--- src/rtl/vga_ctrl_sched.sv ---
// vga_ctrl_sched: queues CPU cell commands and issues single-cycle cell writes to the VGA block-control port.
// Latency: a command pushed in cycle T strobes vga_ctrl_en in cycle T+2; fills stream one cell per cycle.
// Backpressure: req_ready = !fifo_full; the FIFO is not popped during a fill, so commands queue until it is full.
//
// Ports:
//   clk, rst_n                     clock, asynchronous active-low reset
//   req_valid/req_ready            command handshake (push when both high)
//   req_op/req_v/req_h/req_data    command: 0 WRITE, 1 FILL_ROW, 2 CLEAR_ALL, 3 reserved
//   vga_addr_v/_h, vga_ctrl        registered cell address and word (hold while vga_ctrl_en = 0)
//   vga_ctrl_en                    registered write strobe
//   busy                           queue non-empty, fill in progress, or strobe pending
//   err                            one-cycle pulse for each invalid command popped
//
// Build option: define VGA_SCHED_FILL_EN to compile in the row/screen fill engine.
// Without it, FILL_ROW and CLEAR_ALL are rejected as invalid commands.
module vga_ctrl_sched #(
    parameter int FIFO_DEPTH = 4
) (
    input  logic        clk,
    input  logic        rst_n,
    input  logic        req_valid,
    output logic        req_ready,
    input  logic [1:0]  req_op,
    input  logic [3:0]  req_v,
    input  logic [4:0]  req_h,
    input  logic [31:0] req_data,
    output logic [3:0]  vga_addr_v,
    output logic [4:0]  vga_addr_h,
    output logic [31:0] vga_ctrl,
    output logic        vga_ctrl_en,
    output logic        busy,
    output logic        err
);

    localparam int AW = $clog2(FIFO_DEPTH);

    localparam logic [1:0] OP_WRITE     = 2'd0;
    localparam logic [1:0] OP_FILL_ROW  = 2'd1;
    localparam logic [1:0] OP_CLEAR_ALL = 2'd2;
    localparam logic [1:0] OP_RESERVED  = 2'd3;
    localparam logic [3:0] LAST_ROW     = 4'd11;

    typedef struct packed {
        logic [1:0]  op;
        logic [3:0]  v;
        logic [4:0]  h;
        logic [31:0] data;
    } cmd_t;

    // ---------------------------------------------------------------
    // Command FIFO: pointers carry one extra wrap bit to tell full from empty.
    // ---------------------------------------------------------------
    cmd_t          mem_q [FIFO_DEPTH];
    logic [AW:0]   wr_ptr_q, rd_ptr_q;
    logic          fifo_empty, fifo_full, push, pop;
    logic          in_fill;
    cmd_t          head;

    assign fifo_empty = (wr_ptr_q == rd_ptr_q);
    assign fifo_full  = (wr_ptr_q[AW] != rd_ptr_q[AW]) &&
                        (wr_ptr_q[AW-1:0] == rd_ptr_q[AW-1:0]);
    assign req_ready  = !fifo_full;
    assign push       = req_valid && !fifo_full;
    assign pop        = !in_fill && !fifo_empty;
    assign head       = mem_q[rd_ptr_q[AW-1:0]];

    always_ff @(posedge clk) begin
        if (push) begin
            mem_q[wr_ptr_q[AW-1:0]] <= '{op: req_op, v: req_v, h: req_h, data: req_data};
        end
    end

    always_ff @(posedge clk or negedge rst_n) begin
        if (!rst_n) begin
            wr_ptr_q <= '0;
            rd_ptr_q <= '0;
        end else begin
            if (push) wr_ptr_q <= wr_ptr_q + 1'b1;
            if (pop)  rd_ptr_q <= rd_ptr_q + 1'b1;
        end
    end

    // ---------------------------------------------------------------
    // Head-of-queue validation. CLEAR_ALL ignores its row field.
    // ---------------------------------------------------------------
    logic is_fill_op, cmd_invalid;

    always_comb begin
        is_fill_op  = (head.op == OP_FILL_ROW) || (head.op == OP_CLEAR_ALL);
        cmd_invalid = 1'b0;
        if (head.op == OP_RESERVED) begin
            cmd_invalid = 1'b1;
        end else if ((head.op != OP_CLEAR_ALL) && (head.v > LAST_ROW)) begin
            cmd_invalid = 1'b1;
        end
`ifndef VGA_SCHED_FILL_EN
        if (is_fill_op) cmd_invalid = 1'b1;
`endif
    end

    // ---------------------------------------------------------------
    // Fill engine: walks (cur_v, cur_h) row-major up to (last_v, 31).
    // ---------------------------------------------------------------
`ifdef VGA_SCHED_FILL_EN
    localparam logic [0:0] ST_IDLE = 1'b0;
    localparam logic [0:0] ST_FILL = 1'b1;

    logic [0:0]  state_q;
    logic [3:0]  cur_v_q, last_v_q;
    logic [4:0]  cur_h_q;
    logic [31:0] fill_data_q;

    assign in_fill = (state_q == ST_FILL);

    always_ff @(posedge clk or negedge rst_n) begin
        if (!rst_n) begin
            state_q     <= ST_IDLE;
            cur_v_q     <= '0;
            cur_h_q     <= '0;
            last_v_q    <= '0;
            fill_data_q <= '0;
        end else begin
            case (state_q)
                ST_IDLE: begin
                    if (pop && !cmd_invalid && is_fill_op) begin
                        cur_v_q     <= (head.op == OP_FILL_ROW) ? head.v : 4'd0;
                        last_v_q    <= (head.op == OP_FILL_ROW) ? head.v : LAST_ROW;
                        cur_h_q     <= '0;
                        fill_data_q <= head.data;
                        state_q     <= ST_FILL;
                    end
                end
                ST_FILL: begin
                    cur_h_q <= cur_h_q + 5'd1;
                    if (cur_h_q == 5'd31) begin
                        cur_v_q <= cur_v_q + 4'd1;
                        // Leave as the final cell's write is registered so the
                        // next command pops on the following edge with no gap.
                        if (cur_v_q == last_v_q) state_q <= ST_IDLE;
                    end
                end
                default: state_q <= ST_IDLE;
            endcase
        end
    end
`else
    assign in_fill = 1'b0;
`endif

    // ---------------------------------------------------------------
    // Output stage: everything to the display controller is registered.
    // ---------------------------------------------------------------
    logic        wr_en_d, err_d;
    logic [3:0]  addr_v_d;
    logic [4:0]  addr_h_d;
    logic [31:0] ctrl_d;
    logic        wr_en_q, err_q;
    logic [3:0]  addr_v_q;
    logic [4:0]  addr_h_q;
    logic [31:0] ctrl_q;

    always_comb begin
        wr_en_d  = 1'b0;
        err_d    = 1'b0;
        addr_v_d = addr_v_q;
        addr_h_d = addr_h_q;
        ctrl_d   = ctrl_q;
`ifdef VGA_SCHED_FILL_EN
        if (in_fill) begin
            wr_en_d  = 1'b1;
            addr_v_d = cur_v_q;
            addr_h_d = cur_h_q;
            ctrl_d   = fill_data_q;
        end else
`endif
        if (pop) begin
            if (cmd_invalid) begin
                err_d = 1'b1;
            end else if (head.op == OP_WRITE) begin
                wr_en_d  = 1'b1;
                addr_v_d = head.v;
                addr_h_d = head.h;
                ctrl_d   = head.data;
            end
        end
    end

    always_ff @(posedge clk or negedge rst_n) begin
        if (!rst_n) begin
            wr_en_q  <= 1'b0;
            err_q    <= 1'b0;
            addr_v_q <= '0;
            addr_h_q <= '0;
            ctrl_q   <= '0;
        end else begin
            wr_en_q  <= wr_en_d;
            err_q    <= err_d;
            addr_v_q <= addr_v_d;
            addr_h_q <= addr_h_d;
            ctrl_q   <= ctrl_d;
        end
    end

    assign vga_ctrl_en = wr_en_q;
    assign vga_addr_v  = addr_v_q;
    assign vga_addr_h  = addr_h_q;
    assign vga_ctrl    = ctrl_q;
    assign err         = err_q;
    assign busy        = !fifo_empty || in_fill || wr_en_q;

endmodule

--- config.mk ---
export PLATFORM = sky130hd
export DESIGN_NAME = vga_ctrl_sched
export DESIGN_NICKNAME = d
export VERILOG_FILES = /design/src/rtl/vga_ctrl_sched.sv
export SDC_FILE = /design/constraint.sdc
export NUM_CORES = 1
export LEC_CHECK = 0
export BUFFER_PORTS_ARGS = -buffer_cell sky130_fd_sc_hd__buf_2
export CORE_ASPECT_RATIO = 1.5
export CORE_MARGIN = 8
export CORE_UTILIZATION = 62
export CTS_BUF_LIST = sky130_fd_sc_hd__clkbuf_8 sky130_fd_sc_hd__clkbuf_16
export CTS_CLUSTER_SIZE = 10
export DETAILED_ROUTE_END_ITERATION = 12
export PLACE_DENSITY = 0.92
export REMOVE_ABC_BUFFERS = 1
export SLEW_MARGIN = 10
export SYNTH_ARGS = -nofsm -noshare
export SYNTH_HDL_FRONTEND = slang
export SYNTH_SLANG_ARGS = --single-unit
export TNS_END_PERCENT = 100
--- constraint.sdc ---
create_clock -name clk -period 5.1 [get_ports clk]
set_input_delay 0.51 -clock clk [delete_from_list [all_inputs] [get_ports clk]]
set_output_delay 0.51 -clock clk [all_outputs]
set_load 0.01 [all_outputs]
==> impl_metrics.yaml, run 1 <==
die:
  die_y_um: 158
  ios: 91
  rows: 52
  initial_core_util_pct: 62.5
  die_x_um: 111
  die-area_um2: 17500
  core_um2: 13300
pwr:
  pwr-share-comb_pct: 30.4
  ir_worst_vdd_mv: 0.359
  clkPwrFrac_pct: 25.3
  p_sw_w: 0.00185
  powerDensity_nw_per_um2: 654
  p_leak_nw: 3.77
  internal_power_w: 0.00448
  p_sw_share_pct: 29.2
  seq_power_share_pct: 44.3
timing:
  rsz0062_at_grt: "no"
  tightest_slew_ps: 1230
  fin_setup_tns_ps: 0
  skew_ps: 15.1
  period_share_pct: 68.6
  setup_viol: 0
  hold_viol_final: 0
  post-route-min-period_ps: 3500
  final_max_slew_viol_count: 0
  fmax_mhz: 286
  relSlewSlack_pct: 17.7
clock_network:
  post_cts_buffers: 0
  cts_resized: 0
  cts_root_buf: "clkbuf_16"
  clk_pin_slew_ps: 60
  cts_tree: "done"
  clock_path_buffers: 3
  hold_buffers: 0
  cts-buffers-inserted: 26
  cts-htree-levels: 1
  cts_sinks: 221
  clk_latency_ps: 510
place:
  port_buffers: 90
  place_area_um2: 8930
  gp_congestion: 0.691
  place_hpwl_um: 9220
drt:
  first_iter_violations: 184
  ant_nets: 0
  dr_wl_met3_um: 785
  vias_per_cell: 5.92
  wirelength_um: 15900
  vias: 3802
  dr.pass1.iters: 4
  drc: 0
  m1WireLength_um: 6210
  wl_met2_um: 8490
  top_layer: "met4"
  wl_per_cell_um: 24.7
global_route:
  grt_max_degree: 50
  grt_pass1_wl_um: 25000
  grt_pass1_vias: 4388
  antenna_found_initial: 0
  track_usage_pct: 18.5
  grt.overflow.total: 0
finish:
  fin_util_pct: 72.6
  nFillCells: 725
  final_cell_mix: "edfxtp_1, buf_2, dfrtp_1"
  antenna_cells: 0
  mostFrequentLayoutCell: "edfxtp_1"
  drive_above_1_share_pct: 44.8
  fin_area_um2: 9690
  syn2layout_area_growth_pct: 16.2
  num-nets-final: 512
run_status:
  status: "finished clean"
flow_run:
  cap_violations: 0
setup_path:
  cp-end-kind: "flip-flop"
  cp.required_ps: 5220
  arrival_ps: 3620
  crit_type: "reg -> reg"
  cp-start-kind: "flip-flop"
  worstRegToRegCells: 4
  crit_fanout: 44
synthesis:
  syn_area_um2: 8340
  synth_cell_types: 24
  synthCells: 354
  ys_ff_latch: 221
  post_synth.cell_area_avg_um2: 23.6
  synth-seq-area-share_pct: 76.6
  synth_warnings: 0
min_path:
  hold_class: "in -> async"
logic make-up after synthesis:
family                   after synthesis  synth area share, %
XOR/XNOR                               7                0.735
AO/OA/AOI/OAI                          4                0.330
buffers and inverters                 20                 1.37
flip-flops                           221                 76.6
AND/OR/NAND/NOR                       11                 1.01
adder cells (fa/ha/maj)                6                0.900
multiplexers                          85                 19.0
flip-flops by register name (all words and copies together), names as in the netlist:
signal	cells
mem_q	172
err	1
rd_ptr_q	3
wr_ptr_q	3
vga_ctrl_en	1
vga_addr_h	5
vga_addr_v	4
vga_ctrl	32
power groups by stage:
stage | registers, W | clock network [W] | logic, W
after floorplan | 0.00289 | 0 | 0.00125
after global placement | 0.00279 | 0 | 0.00184
after detailed placement | 0.00283 | 0 | 0.00193
after CTS | 0.00282 | 0.00164 | 0.00196
after global routing | 0.00286 | 0.00170 | 0.00207
final | 0.00281 | 0.00160 | 0.00192
per-layer routing:
layer / vias to the layer above / GRT usage [%]
li1: 1648 / -
met1: 2017 / 22.2
met2: 112 / 32.3
met3: 25 / 3.26
met4: 0 / 7.56
met5: - / 0
final cells by class:
| class | instances | area (µm²) | area share (%) |
|---|---|---|---|
| flip-flops and latches | 221 | 6400 | 66.0 |
| clock buffers | 27 | 676 | 6.97 |
| inverters | 6 | 22.5 | 0.232 |
| clock inverters | 21 | 83.8 | 0.865 |
| multi-input cells | 113 | 1840 | 19.0 |
| well taps | 162 | 203 | 2.09 |
| repair buffers | 92 | 468 | 4.83 |
Yosys cell counts:
master	n	share of area, %
clkbuf_1	6	0.27
o21ai_0	1	0.060
buf_1	2	0.090
dfrtp_1	49	15
xnor2_1	4	0.42
buf_2	1	0.060
nand2_1	2	0.090
inv_1	6	0.27
mux2_2	3	0.41
nand4_4	1	0.26
or2_2	1	0.075
and2_1	4	0.30
a21oi_2	1	0.11
xor2_1	3	0.32
nand3b_2	1	0.14
buf_6	5	0.68
ha_1	6	0.90
mux2_4	39	7.0
a31oi_1	1	0.075
nand3b_1	1	0.090
edfxtp_1	172	62
a21boi_0	1	0.090
mux4_2	43	12
nand3_1	1	0.060
worst max-delay path, cell delays in order (launching register included):
cell and delay [ps]:
dfrtp_4 700, buf_4 520, xnor2_1 220, a31oi_1 520, and2_2 1060
path summary, 6_finish.rpt:
path | start | end | slack, ps
setup reg to reg | rd_ptr_q[0] | mem_q[3][25] | 1600
max in group asynchronous | rst_n | rd_ptr_q[0] | 4550
min in group clk | req_data[7] | mem_q[0][7] | 220
hold / removal | rst_n | vga_ctrl[1] | 40
hold reg to reg | rd_ptr_q[2] | rd_ptr_q[2] | 500
setup / recovery | rd_ptr_q[0] | mem_q[3][25] | 1600
per-stage QoR:
step	worst slack, ps	cells	hold slack, ps	power [W]
5_1_grt	1340	642	84.7	0.00664
3_5_place_dp	1590	594	484	0.00476
3_3_place_gp	1720	594	476	0.00463
6_report	1600	642	36.1	0.00634
2_1_floorplan	771	340	214	0.00414
4_1_cts	1560	642	197	0.00641
(Power assumes the default switching activity.)
==> run 2: changes to the inputs <==
--- a/config.mk
+++ b/config.mk
@@ -5,14 +5,15 @@
 export SDC_FILE = /design/constraint.sdc
 export NUM_CORES = 1
 export LEC_CHECK = 0
+export ABC_AREA = 1
 export BUFFER_PORTS_ARGS = -buffer_cell sky130_fd_sc_hd__buf_2
 export CORE_ASPECT_RATIO = 1.5
 export CORE_MARGIN = 8
-export CORE_UTILIZATION = 62
+export CORE_UTILIZATION = 53
 export CTS_BUF_LIST = sky130_fd_sc_hd__clkbuf_8 sky130_fd_sc_hd__clkbuf_16
 export CTS_CLUSTER_SIZE = 10
 export DETAILED_ROUTE_END_ITERATION = 12
-export PLACE_DENSITY = 0.92
+export PLACE_DENSITY = 0.84
 export REMOVE_ABC_BUFFERS = 1
 export SLEW_MARGIN = 10
 export SYNTH_ARGS = -nofsm -noshare
==> constraint.sdc (replaced) <==
create_clock -name clk -period 3.2 [get_ports clk]
set_input_delay 0.32 -clock clk [delete_from_list [all_inputs] [get_ports clk]]
set_output_delay 0.32 -clock clk [all_outputs]
set_load 0.01 [all_outputs]
==> run 2 against run 1 <==
Compared with the run above:
- first-iteration DRC count increased to 3.1 times the previous value
- cell area increased by 3.4%
- clock power increased by 58%
- global-route usage increased by 0.88 points
- worst hold slack got worse by 25 ps
- sequential share of layout area decreased by 2.2 points
==> impl_metrics.yaml, run 2 <==
clock_network:
  cts-buffers-inserted: 26
  cts_tree: "done"
  cts_root_buf: "clkbuf_16"
  cts-htree-levels: 1
  cts_sinks: 221
  clk_pin_slew_ps: 60
  cts_resized: 0
  clk_latency_ps: 520
  clock_path_buffers: 3
drt:
  wirelength_um: 19800
  ant_nets: 0
  first_iter_violations: 562
  vias: 5774
  dr.pass1.iters: 5
  vias_per_cell: 5.83
  drc: 0
  wl_per_cell_um: 20.0
die:
  die_x_um: 120
  ios: 91
  die_y_um: 172
  initial_core_util_pct: 53.5
  rows: 57
  core_um2: 16000
  die-area_um2: 20600
synthesis:
  synth_top_cells_by_count: "edfxtp_1, nand2_1, nor2_1, o21ai_0, dfrtp_1"
  synthTopCellsByArea: "edfxtp_1, dfrtp_1, nand2_1"
  synth_cell_types: 25
  synth-seq-area-share_pct: 74.4
  synthArstFlopShare_pct: 22.2
  synthXorXnorAreaFrac_pct: 0.510
  muxShareOfSynthArea_pct: 0
  ys_ff_latch: 221
  synth_warnings: 0
  syn_area_um2: 8590
  post_synth.cell_area_avg_um2: 12.9
  yosys.area_share.adder_pct: 0.874
  synth-compound-area-share_pct: 7.59
  synth_edf_count: 172
  synth_top_family_by_area: "simple AND/OR/NAND/NOR gates"
  synth_top_area_cell: "edfxtp_1"
  synth-main-ff-cell: "edfxtp_1"
  synth_most_common_cell: "edfxtp_1"
  synthSimpleGateAreaFrac_pct: 12.9
  synth_top_cell_area_share_pct: 60.2
  synthCells: 667
finish:
  multi_input_area_um2: 1910
  seqCellArea_um2: 6390
  drive_above_1_share_pct: 19.5
  final_cell_mix: "edfxtp_1, nand2_1, buf_2"
  fin_area_um2: 10000
  num-nets-final: 815
  largest_register_ffs: 172
  nFillCells: 1112
  mostFrequentLayoutCell: "edfxtp_1"
  instances_no_fill: 990
  syn2layout_area_growth_pct: 16.7
  fin_util_pct: 62.4
global_route:
  grt_max_degree: 43
  grt_pass1_wl_um: 31300
  track_usage_pct: 19.4
  antenna_found_initial: 1
  grt.overflow.total: 0
  grt_pass1_vias: 5948
timing:
  post-route-min-period_ps: 2800
  skew_ps: 17.0
  rsz0062_at_grt: "no"
  whs_ps: 11.6
  final_max_slew_viol_count: 0
  setup_ws_ps: 401
  hold_viol_final: 0
  fmax_mhz: 357
  setup_viol: 0
  relSlewSlack_pct: 48.2
  period_share_pct: 87.5
  tightest_slew_ps: 777
pwr:
  p_leak_nw: 4.04
  powerDensity_nw_per_um2: 1050
  ir_worst_vdd_mv: 0.538
setup_path:
  cp-end-kind: "flip-flop"
  arrival_ps: 3200
  cp.required_ps: 3600
  crit_type: "reg -> reg"
  crit_fanout: 42
  cp-start-kind: "flip-flop"
min_path:
  hold_class: "in -> reg"
flow_run:
  cap_violations: 0
place:
  dp_cells: 939
  place_hpwl_um: 12100
  place_area_um2: 9250
  gp_congestion: 0.778
  place_ws_ps: 448
  port_buffers: 90
run_status:
  status: "finished clean"
==> run 2: final timing paths <==
kind                              start  cells past startpoint  slack (ps)             to
max                         rd_ptr_q[0]                      9         400   vga_ctrl[11]
min                         req_data[0]                      1          10    mem_q[3][0]
max reg2reg                 rd_ptr_q[0]                      9         400   vga_ctrl[11]
min reg2reg                vga_ctrl[12]                      2         470   vga_ctrl[12]
max in group asynchronous         rst_n                      3        1980    rd_ptr_q[1]
min in group asynchronous         rst_n                      2         420  vga_addr_h[3]
==> run 2: critical path, cell delays in order, from the launching register on <==
cell and delay [ps]:
dfrtp_2 490, inv_2 330, nand2_1 120, nand3_1 120, nand2_1 100, ha_1 370
nor2_8 320, nand3_4 500, nand2_1 220, nand2_1 80
==> run 2: per-stage QoR <==
stage / power (W) / TNS, ps
6_report: 0.0105 / 0
5_1_grt: 0.0111 / 0
4_1_cts: 0.0105 / 0
3_5_place_dp: 0.00793 / 0
3_3_place_gp: 0.00777 / 0
2_1_floorplan: 0.00647 / -255600
==> run 2: layout make-up <==
| type | count | area share, % |
|---|---|---|
| Antenna cell | 1 | 0.0250 |
| Clock buffer | 26 | 6.49 |
| Clock inverter | 22 | 0.999 |
| Inverter | 20 | 0.749 |
| Multi-Input combinational cell | 382 | 19.0 |
| Sequential cell | 221 | 63.8 |
| Tap cell | 206 | 2.57 |
| Timing Repair Buffer | 112 | 6.32 |
==> run 2: where the power goes <==
| part | switching (W) | internal (W) |
|---|---|---|
| sequential | 0.000279 | 0.00393 |
| combinational | 0.00266 | 0.00109 |
| clock | 0.00107 | 0.00146 |
| total | 0.00400 | 0.00649 |
==> run 2: logic make-up (layout without fill, tap and decap cells) <==
kind of cell	after synthesis	after routing
AOI/OAI and AO/OA	120	120
xor gates and xnor gates	5	5
adders and majority gates	6	6
buffers and inverters	64	180
DFF	221	221
other	0	1
and+or+nand+nor	251	251
==> run 2: metal layers <==
metal / vias up / track usage [%] / part of all wire [%]
met1: 2842 / 20.8 / 36
met4: 2 / 8.83 / 2.8
li1: 2595 / - / -
met2: 290 / 35.9 / 54
met3: 45 / 3.82 / 7.6
met5: - / 0 / 0.081
==> run 2: timing repair <==
action                                 4_1_cts  5_1_grt
hold buffers                                 2        0
setup endpoints to repair                    0        0
endpoints found under the hold margin       31        0
buffers inserted                             0        0
==> run 3: changes to the inputs <==
--- a/config.mk
+++ b/config.mk
@@ -6,7 +6,7 @@
 export NUM_CORES = 1
 export LEC_CHECK = 0
 export ABC_AREA = 1
-export BUFFER_PORTS_ARGS = -buffer_cell sky130_fd_sc_hd__buf_2
+export BUFFER_PORTS_ARGS = -buffer_cell sky130_fd_sc_hd__clkbuf_2
 export CORE_ASPECT_RATIO = 1.5
 export CORE_MARGIN = 8
 export CORE_UTILIZATION = 53
==> run 3 against run 2 <==
Compared with the run above:
- critical path depth decreased by 3
- clock skew decreased by 4.1 ps
- clock power about the same
- final cell count decreased by 0.20%
- die area unchanged
- combinational power about the same
- cell area decreased by 0.21%
- first-iteration DRC count decreased by 20%
- via count decreased by 0.61%
- count of clock-buffer cells in the layout increased by 1
- largest cell class unchanged
- highest routed layer unchanged
==> impl_metrics.yaml, run 3 (synthesized netlist as in run 2, its figures left out) <==
min_path:
  holdPathStages: 1
  hold_class: "in -> reg"
  hp-start: "req_data[17]"
  hold_end: "mem_q[3][17]"
global_route:
  antenna_found_initial: 2
  grt_pass1_wl_um: 30700
  grt_max_degree: 55
  grt_pass1_vias: 6063
  grt.overflow.total: 0
  track_usage_pct: 18.8
clock_network:
  clock_path_buffers: 3
  cts_tree: "done"
  hold_buffers: 1
  post_cts_buffers: 0
  cts-buffers-inserted: 26
  cts_sinks: 221
  cts-htree-levels: 1
  clk_latency_ps: 510
  cts_resized: 0
  clk_pin_slew_ps: 60
  cts_root_buf: "clkbuf_16"
finish:
  multi_input_area_um2: 1910
  nFillCells: 1161
  mostFrequentLayoutCell: "edfxtp_1"
  final_cell_mix: "edfxtp_1, nand2_1, clkbuf_2"
  drive_above_1_share_pct: 19.5
  syn2layout_area_growth_pct: 16.5
  num-nets-final: 813
  seqCellArea_um2: 6390
  largest_register_ffs: 172
drt:
  wirelength_um: 19400
  vias_per_cell: 5.81
  ant_nets: 0
  drc: 0
  vias: 5739
  dr.pass1.iters: 5
  first_iter_violations: 451
  wl_per_cell_um: 19.6
setup_path:
  worstRegToRegCells: 9
  crit_fanout: 24
  r2r_slack_ps: 680
  r2r-end: "vga_ctrl[13]"
  cp.required_ps: 2880
  arrival_ps: 2240
  rr_startpoint: "rd_ptr_q[0]"
  crit_type: "reg -> out"
  cp-end-kind: "output port"
  cp-start-kind: "flip-flop"
die:
  die_x_um: 120
  die_y_um: 172
  ios: 91
  core_um2: 16000
  die-area_um2: 20600
  initial_core_util_pct: 53.5
  rows: 57
pwr:
  clkPwrFrac_pct: 24.5
  powerDensity_nw_per_um2: 1050
  p_sw_w: 0.00398
  internal_power_w: 0.00650
  ir_worst_vdd_mv: 0.686
  p_leak_nw: 4.04
  power.total_w: 0.0105
  pwr-share-comb_pct: 35.5
  seq_power_share_pct: 40.1
  p_sw_share_pct: 38.0
place:
  place_hpwl_um: 11600
  gp_congestion: 0.784
  place_ws_ps: 767
  port_buffers: 90
timing:
  fmax_mhz: 390
  post-route-min-period_ps: 2560
  relSlewSlack_pct: 63.2
  rsz0062_at_grt: "no"
  hold_viol_final: 0
  setup_ws_ps: 638
  final_max_slew_viol_count: 0
  tightest_slew_ps: 551
  period_share_pct: 80.1
  setup_viol: 0
  skew_ps: 12.9
flow_run:
  cap_violations: 0
run_status:
  status: "finished clean"
## run 3: power groups by stage
stage	sequential (W)	combinational [W]	clock [W]
3_3_place_gp	0.00422	0.00352	0
3_5_place_dp	0.00424	0.00367	0
2_1_floorplan	0.00446	0.00201	0
6_report	0.00420	0.00372	0.00256
5_1_grt	0.00426	0.00408	0.00271
4_1_cts	0.00420	0.00371	0.00258
## run 3: per-layer routing
| layer | vias to the layer above | global-route usage (%) | wire length (µm) |
|---|---|---|---|
| met2 | 286 | 34.6 | 10400 |
| met4 | 2 | 9.32 | 554 |
| met1 | 2811 | 20.4 | 7060 |
| met5 | - | 0 | 8 |
| li1 | 2586 | - | - |
| met3 | 54 | 3.24 | 1340 |
## run 3: worst max-delay path: stages (launching register included)
cell	delay, ps
dfrtp_2	480
inv_2	360
nand2_1	100
nand2_1	120
nand3_2	200
or2_2	330
clkbuf_2	130
## run 3: worst max path at each step
stage	startpoint	endpoint	slack, ps	cells after the start
final	rd_ptr_q[1]	busy	640	6
after detailed placement	rd_ptr_q[0]	vga_ctrl[31]	770	9
after floorplan	rd_ptr_q[0]	mem_q[3][0]	-1310	4
after CTS	rd_ptr_q[1]	busy	650	6
after global placement	rd_ptr_q[1]	vga_ctrl[14]	880	8
after global routing	rd_ptr_q[1]	busy	520	6
## run 3: layout make-up
type	count	share of cell area, %
inverters	20	0.751
clock inverters	21	0.838
diodes	1	0.0250
clock buffers	27	6.76
well taps	206	2.58
repair buffers	110	6.03
flip-flops and latches	221	63.9
multi-input cells	382	19.1
## run 3: per-stage QoR
step	TNS (ps)	std cells	hold slack (ps)	instance area [µm²]	utilization (%)
after floorplan	-255600	623	24.4	8340	-
after global placement	0	938	292	9230	57.5
after detailed placement	0	938	306	9230	57.5
after CTS	0	987	16.4	10000	62.3
after global routing	0	988	27.6	10000	62.3
final	0	988	31.7	10000	62.3
